--- src/rtl/rv32i_lsu_pkg.sv ---
// rv32i_lsu_pkg: shared funct3 codes, FSM states, error codes and lane helpers for the load/store unit
package rv32i_lsu_pkg;
  localparam logic [2:0] F3_B  = 3'd0;
  localparam logic [2:0] F3_H  = 3'd1;
  localparam logic [2:0] F3_W  = 3'd2;
  localparam logic [2:0] F3_BU = 3'd4;
  localparam logic [2:0] F3_HU = 3'd5;
  localparam logic [1:0] ERR_NONE     = 2'd0;
  localparam logic [1:0] ERR_MISALIGN = 2'd1;
  localparam logic [1:0] ERR_FUNCT3   = 2'd2;
  localparam logic [1:0] ERR_TIMEOUT  = 2'd3;
  typedef enum logic [1:0] {S_IDLE, S_REQ, S_WAIT, S_WB} state_t;
  // funct3[1:0] encodes access size for both loads and stores
  function automatic logic [3:0] byte_en(input logic [2:0] f3, input logic [1:0] off);
    return (f3[1:0] == 2'd0) ? 4'b0001 << off :
           (f3[1:0] == 2'd1) ? (off[1] ? 4'b1100 : 4'b0011) : 4'b1111;
  endfunction
endpackage

--- src/rtl/rv32i_load_align.sv ---
// rv32i_load_align: extracts the addressed byte/half from a load word and sign/zero extends it
module rv32i_load_align
  import rv32i_lsu_pkg::*;
(
  input  logic [2:0]  i_funct3,
  input  logic [1:0]  i_off,
  input  logic [31:0] i_rdata,
  output logic [31:0] o_data
);
  logic [31:0] w_shift;
  logic        w_sext;
  assign w_shift = i_rdata >> {i_off, 3'b000};
  assign w_sext  = ~i_funct3[2];
  always_comb begin
    o_data = (i_funct3[1:0] == 2'd0) ? {{24{w_sext & w_shift[7]}}, w_shift[7:0]} :
             (i_funct3[1:0] == 2'd1) ? {{16{w_sext & w_shift[15]}}, w_shift[15:0]} : i_rdata;
  end
endmodule

--- src/rtl/rv32i_load_store_unit.sv ---
// rv32i_load_store_unit: multi-cycle RV32I load/store unit on a req/gnt/rvalid bus with aligned writeback
module rv32i_load_store_unit
  import rv32i_lsu_pkg::*;
#(
  parameter int NUM_OF_SETS    = 32,
  parameter int DATA_BUS_WIDTH = 32,
  parameter int TIMEOUT_CYCLES = 255,
  localparam int RDW = $clog2(NUM_OF_SETS),
  localparam int TW  = $clog2(TIMEOUT_CYCLES + 1)
) (
  input  logic                      i_clk,
  input  logic                      i_rst_n,
  input  logic                      i_req_valid,
  output logic                      o_req_ready,
  input  logic                      i_req_is_store,
  input  logic [2:0]                i_req_funct3,
  input  logic [DATA_BUS_WIDTH-1:0] i_req_addr,
  input  logic [DATA_BUS_WIDTH-1:0] i_req_wdata,
  input  logic [RDW-1:0]            i_req_rd,
  output logic                      o_mem_req,
  output logic                      o_mem_we,
  output logic [DATA_BUS_WIDTH-1:0] o_mem_addr,
  output logic [3:0]                o_mem_be,
  output logic [DATA_BUS_WIDTH-1:0] o_mem_wdata,
  input  logic                      i_mem_gnt,
  input  logic                      i_mem_rvalid,
  input  logic [DATA_BUS_WIDTH-1:0] i_mem_rdata,
  output logic                      o_wb_en,
  output logic [RDW-1:0]            o_wb_addr,
  output logic [DATA_BUS_WIDTH-1:0] o_wb_data,
  output logic                      o_err_valid,
  output logic [1:0]                o_err_code
);
  state_t                    r_state, w_next;
  logic                      r_is_store;
  logic [2:0]                r_funct3;
  logic [1:0]                r_off;
  logic [RDW-1:0]            r_rd;
  logic [TW-1:0]             r_timer;
  logic [TW-1:0]             w_timer_inc;
  logic                      w_legal, w_misalign, w_start, w_timeout;
  logic [DATA_BUS_WIDTH-1:0] w_load_data, w_store_data;
  assign o_req_ready = (r_state == S_IDLE);
  assign w_legal     = i_req_is_store ? (i_req_funct3 < 3'd3)
                                      : (i_req_funct3 inside {F3_B, F3_H, F3_W, F3_BU, F3_HU});
  assign w_misalign  = ((i_req_funct3[1:0] == 2'd1) & i_req_addr[0]) |
                       ((i_req_funct3[1:0] == 2'd2) & (|i_req_addr[1:0]));
  assign w_start     = o_req_ready & i_req_valid & w_legal & ~w_misalign;
  assign w_timer_inc = r_timer + 1'b1;
  // a response arriving on the final cycle still beats the timeout
  assign w_timeout   = (r_state == S_WAIT) & ~i_mem_rvalid & (w_timer_inc == TW'(TIMEOUT_CYCLES));
  assign w_store_data = (i_req_funct3[1:0] == 2'd0) ? {4{i_req_wdata[7:0]}} :
                        (i_req_funct3[1:0] == 2'd1) ? {2{i_req_wdata[15:0]}} : i_req_wdata;
  rv32i_load_align u_align (
    .i_funct3 (r_funct3),
    .i_off    (r_off),
    .i_rdata  (i_mem_rdata),
    .o_data   (w_load_data)
  );
  always_ff @(posedge i_clk or negedge i_rst_n) begin
    if (!i_rst_n) r_state <= S_IDLE;
    else          r_state <= w_next;
  end
  always_comb begin
    w_next = r_state;
    case (r_state)
      S_IDLE:  w_next = w_start ? S_REQ : S_IDLE;
      S_REQ:   w_next = i_mem_gnt ? S_WAIT : S_REQ;
      S_WAIT:  w_next = i_mem_rvalid ? (r_is_store ? S_IDLE : S_WB) : (w_timeout ? S_IDLE : S_WAIT);
      default: w_next = S_IDLE;
    endcase
  end
  always_ff @(posedge i_clk or negedge i_rst_n) begin
    if (!i_rst_n) begin
      o_mem_req   <= 1'b0;
      o_mem_we    <= 1'b0;
      o_mem_addr  <= '0;
      o_mem_be    <= '0;
      o_mem_wdata <= '0;
      o_wb_en     <= 1'b0;
      o_wb_addr   <= '0;
      o_wb_data   <= '0;
      o_err_valid <= 1'b0;
      o_err_code  <= ERR_NONE;
      r_is_store  <= 1'b0;
      r_funct3    <= '0;
      r_off       <= '0;
      r_rd        <= '0;
      r_timer     <= '0;
    end else begin
      o_wb_en     <= 1'b0;
      o_err_valid <= 1'b0;
      if (o_req_ready && i_req_valid) begin
        if (!w_legal) begin
          o_err_valid <= 1'b1;
          o_err_code  <= ERR_FUNCT3;
        end else if (w_misalign) begin
          o_err_valid <= 1'b1;
          o_err_code  <= ERR_MISALIGN;
        end else begin
          o_mem_req   <= 1'b1;
          o_mem_we    <= i_req_is_store;
          o_mem_addr  <= {i_req_addr[DATA_BUS_WIDTH-1:2], 2'b00};
          o_mem_be    <= byte_en(i_req_funct3, i_req_addr[1:0]);
          o_mem_wdata <= w_store_data;
          r_is_store  <= i_req_is_store;
          r_funct3    <= i_req_funct3;
          r_off       <= i_req_addr[1:0];
          r_rd        <= i_req_rd;
        end
      end
      if (r_state == S_REQ && i_mem_gnt) begin
        o_mem_req <= 1'b0;
        o_mem_we  <= 1'b0;
        r_timer   <= '0;
      end
      if (r_state == S_WAIT) begin
        r_timer <= w_timer_inc;
        if (i_mem_rvalid && !r_is_store) begin
          o_wb_en   <= |r_rd;
          o_wb_addr <= r_rd;
          o_wb_data <= w_load_data;
        end else if (w_timeout) begin
          o_err_valid <= 1'b1;
          o_err_code  <= ERR_TIMEOUT;
        end
      end
    end
  end
endmodule

--- config.mk ---
export PLATFORM = sky130hd
export DESIGN_NAME = rv32i_load_store_unit
export DESIGN_NICKNAME = d
export VERILOG_FILES = /design/src/rtl/rv32i_lsu_pkg.sv /design/src/rtl/rv32i_load_align.sv /design/src/rtl/rv32i_load_store_unit.sv
export SDC_FILE = /design/constraint.sdc
export NUM_CORES = 1
export LEC_CHECK = 0
export BUFFER_PORTS_ARGS = -buffer_cell sky130_fd_sc_hd__buf_2
export CORE_UTILIZATION = 30
export CTS_BUF_LIST = sky130_fd_sc_hd__clkbuf_16
export DETAILED_ROUTE_END_ITERATION = 8
export REMOVE_ABC_BUFFERS = 1
export SYNTH_ARGS = -nofsm -noshare
export SYNTH_HDL_FRONTEND = slang
export SYNTH_SLANG_ARGS = --single-unit
--- constraint.sdc ---
create_clock -name i_clk -period 1.9 [get_ports i_clk]
set_input_delay 0.095 -clock i_clk [delete_from_list [all_inputs] [get_ports i_clk]]
set_output_delay 0.095 -clock i_clk [all_outputs]
set_load 0.02 [all_outputs]
==> results.toml <==
[status]
outcome = "completed"

[global_route]
grt_overflow = 0
grt_start_max_net_pins = 70
grt.total_usage = 0.1865
antenna_found_initial = 1
grt_pass1_wl_um = 29420
grt_pass1_vias = 5685

[timing]
slew_headroom = 0.3785
fin_crit_ns = 1.816
slew_viol_final = 0
report.final.hold_viol_count = 0
worst_slack_ns = 0.08393
tns_ns = 0
skew_ns = 0.01236
max_freq_mhz = 550.6
finalSetupViolCount = 0
min_period_over_period = 0.9558
rsz0062_at_grt = "false"
worstMarginPinSlew_ns = 0.9288

[worst_setup_path]
required_ns = 2.20
end_kind = "register"
cp_max_fo = 10
startpoint_type = "register"
ff2ff_path_depth = 4
r2r_start = "r_state[1]"
startpoint = "r_state[1]"
path_class = "reg2reg"
r2r_slack_ns = 0.08
crit_arrival_ns = 2.12

[power]
p_comb_frac = 0.411
power.net_switching_mw = 5.765
intPower_mw = 8.332
netSwitchingFraction = 0.4089
seqPwrFrac = 0.350
ir_drop_mv = 0.9003
p_leak_nw = 4.594
power_mw = 14.10
power_per_cell_area_nw_per_um2 = 1558
p_clk_frac = 0.240

[route]
ant_nets = 0
wl_met2_um = 8597
routed_wl_um = 18290
top_layer = "met5"
initialDrtViolationCount = 268
via_per_inst = 4.623
drt-met1-wl_um = 8207
drtPass1Iterations = 7
drc = 0
vias = 5779
routed-wl-met3_um = 1233
wl_per_cell_um = 14.63

[clock_network]
cts_max_path_buffers = 2
htreeDepth = 4
clk_pin_slew_ns = 0.06
clk_latency_ns = 0.42
cts_sinks = 130
cts_tree = "built"
cts_buffers = 17
root_buffer = "clkbuf_16"

[placement]
finalWeightedCongestion = 0.8135
dp_slack_ns = 0.1230
hpwl_um = 12080
io_buffers = 219
place_inst = 1124

[run]
cap_violations = 0

[synthesis]
synth_area_um2 = 5958
syn-mean-instance-area_um2 = 9.124
yosysWarnings = 0
synth-edff-count = 0
ys_dominant_reg_cell = "dfrtp_1"
synthDistinctLibCells = 48
ys_async_sr_fraction = 1.000
synthCells = 653
synth-seq-cells = 130
yosysSeqAreaShare = 0.5460

[die]
die_w_um = 142.9
start_util = 0.3061
ios = 222
core_area_um2 = 19460
die_y_um = 142.9
rows = 51
die_area_um2 = 20430

[finish]
drive_gt1_frac = 0.3025
fin_util = 0.4649
stdcell_count = 1250
nNetsFinal = 1084
area_growth_pct = 51.85
n_antenna_cell = 0

[min_path]
hold_class = "in2reg"
whs_path_depth = 3
min_from = "i_req_wdata[11]"
==> sequential cells by signal (all words and copies together) (netlist names) <==
name / cells
o_wb_data: 32
o_mem_be: 4
o_err_code: 2
o_mem_addr: 30
r_off: 2
o_wb_en: 1
r_funct3: 3
r_timer: 8
o_mem_we: 1
o_err_valid: 1
o_mem_req: 1
o_mem_wdata: 32
o_wb_addr: 5
r_rd: 5
r_is_store: 1
r_state: 2
==> metal layers <==
metal  vias to the layer above  track usage
li1                       2841            -
met1                      2719       0.2350
met2                       199       0.3060
met3                        18      0.05064
met4                         2      0.06565
met5                         -            0
==> layout make-up <==
type | instances | area, µm²
Fill cell | 1838 | 10420
Multi-Input combinational cell | 478 | 2519
Inverter | 6 | 22.52
Sequential cell | 130 | 3253
Tap cell | 265 | 331.6
Clock inverter | 15 | 182.7
Clock buffer | 17 | 425.4
Timing Repair Buffer | 339 | 2313
==> cells by family after synthesis <==
group | synth area share
and+or+nand+nor | 0.2270
xor gates and xnor gates | 0.005881
adders and majority gates | 0.004199
muxes | 0.06720
buffers and inverters | 0.03612
DFF | 0.5460
other | 0.0006294
AOI/OAI and AO/OA | 0.1130
==> path summary, 6_finish.rpt <==
| path | end |
|---|---|
| worst max-delay path | r_state[1] |
| worst min-delay path | o_mem_wdata[11] |
| worst max register to register | r_state[1] |
| worst min register to register | o_mem_addr[6] |
| max in group asynchronous | o_mem_wdata[15] |
| min in group asynchronous | o_wb_data[4] |
==> synthesized netlist by cell type (3+ instances only) <==
master,instances,area share
nand2_1,215,0.14
dfrtp_1,130,0.55
o21ai_0,50,0.042
nor2_1,39,0.025
nand3_1,34,0.029
a21oi_1,31,0.026
mux2i_1,31,0.052
buf_2,19,0.016
clkbuf_1,14,0.0088
nor2b_1,9,0.0094
mux2_2,8,0.015
a222oi_1,7,0.012
o21ba_2,6,0.010
inv_1,5,0.0032
nor3_1,4,0.0034
o21ai_1,4,0.0034
a31oi_1,3,0.0032
buf_1,3,0.0019
buf_4,3,0.0038
==> cells in the final DEF (no fill, tap or decap), types with 2 or more instances in the layout <==
cell type	Yosys	layout
a21oi_1	31	31
a222oi_1	7	7
a311oi_1	2	2
a31oi_1	3	3
buf_12	0	6
buf_2	19	218
buf_4	3	20
bufinv_16	0	3
clkbuf_16	0	17
clkinv_4	0	4
clkinvlp_4	0	3
conb_1	1	2
dfrtp_1	130	130
dlygate4sd3_1	0	94
ha_1	2	2
inv_1	5	6
inv_6	0	3
mux2_2	8	8
mux2i_1	31	31
nand2_1	215	215
nand3_1	34	34
nand3b_1	2	2
nor2_1	39	39
nor2b_1	9	9
nor3_1	4	4
nor3b_4	0	2
nor4_1	2	2
o211ai_1	2	2
o21ai_0	50	50
o21ai_1	4	3
o21ba_2	6	6
or3_1	2	2
xnor2_1	2	2
xor2_1	2	2
==> power groups by stage <==
stage	Combinational [mW]	Sequential, mW	Clock (mW)
floorplan	1.90	6.33	0
global placement	5.61	4.92	0
detailed placement	5.70	4.92	0
CTS	5.83	4.92	3.47
global route	6.36	5.11	3.60
finish	5.79	4.93	3.38
==> timing repair <==
item	4_1_cts	5_1_grt
gates resized for setup	0	1
hold buffers	94	0
endpoints found under the setup margin	0	1
setup buffers	0	0
hold endpoints to repair	150	0
==> critical path, cell delays in order, from the launching register on <==
cell and delay (ns):
dfrtp_1 0.60, nand2b_4 0.12, or3_1 0.40, or3b_1 0.42
a21o_1 0.18
==> per-stage QoR <==
stage          hold slack [ns]  area (µm²)
2_1_floorplan          -0.2006        5769
3_3_place_gp            0.1184        7492
3_5_place_dp            0.1149        7492
4_1_cts               0.002947        9041
5_1_grt                0.01765        9047
6_report               0.02072        9047
Note: power is estimated with default switching activity, not from simulation.
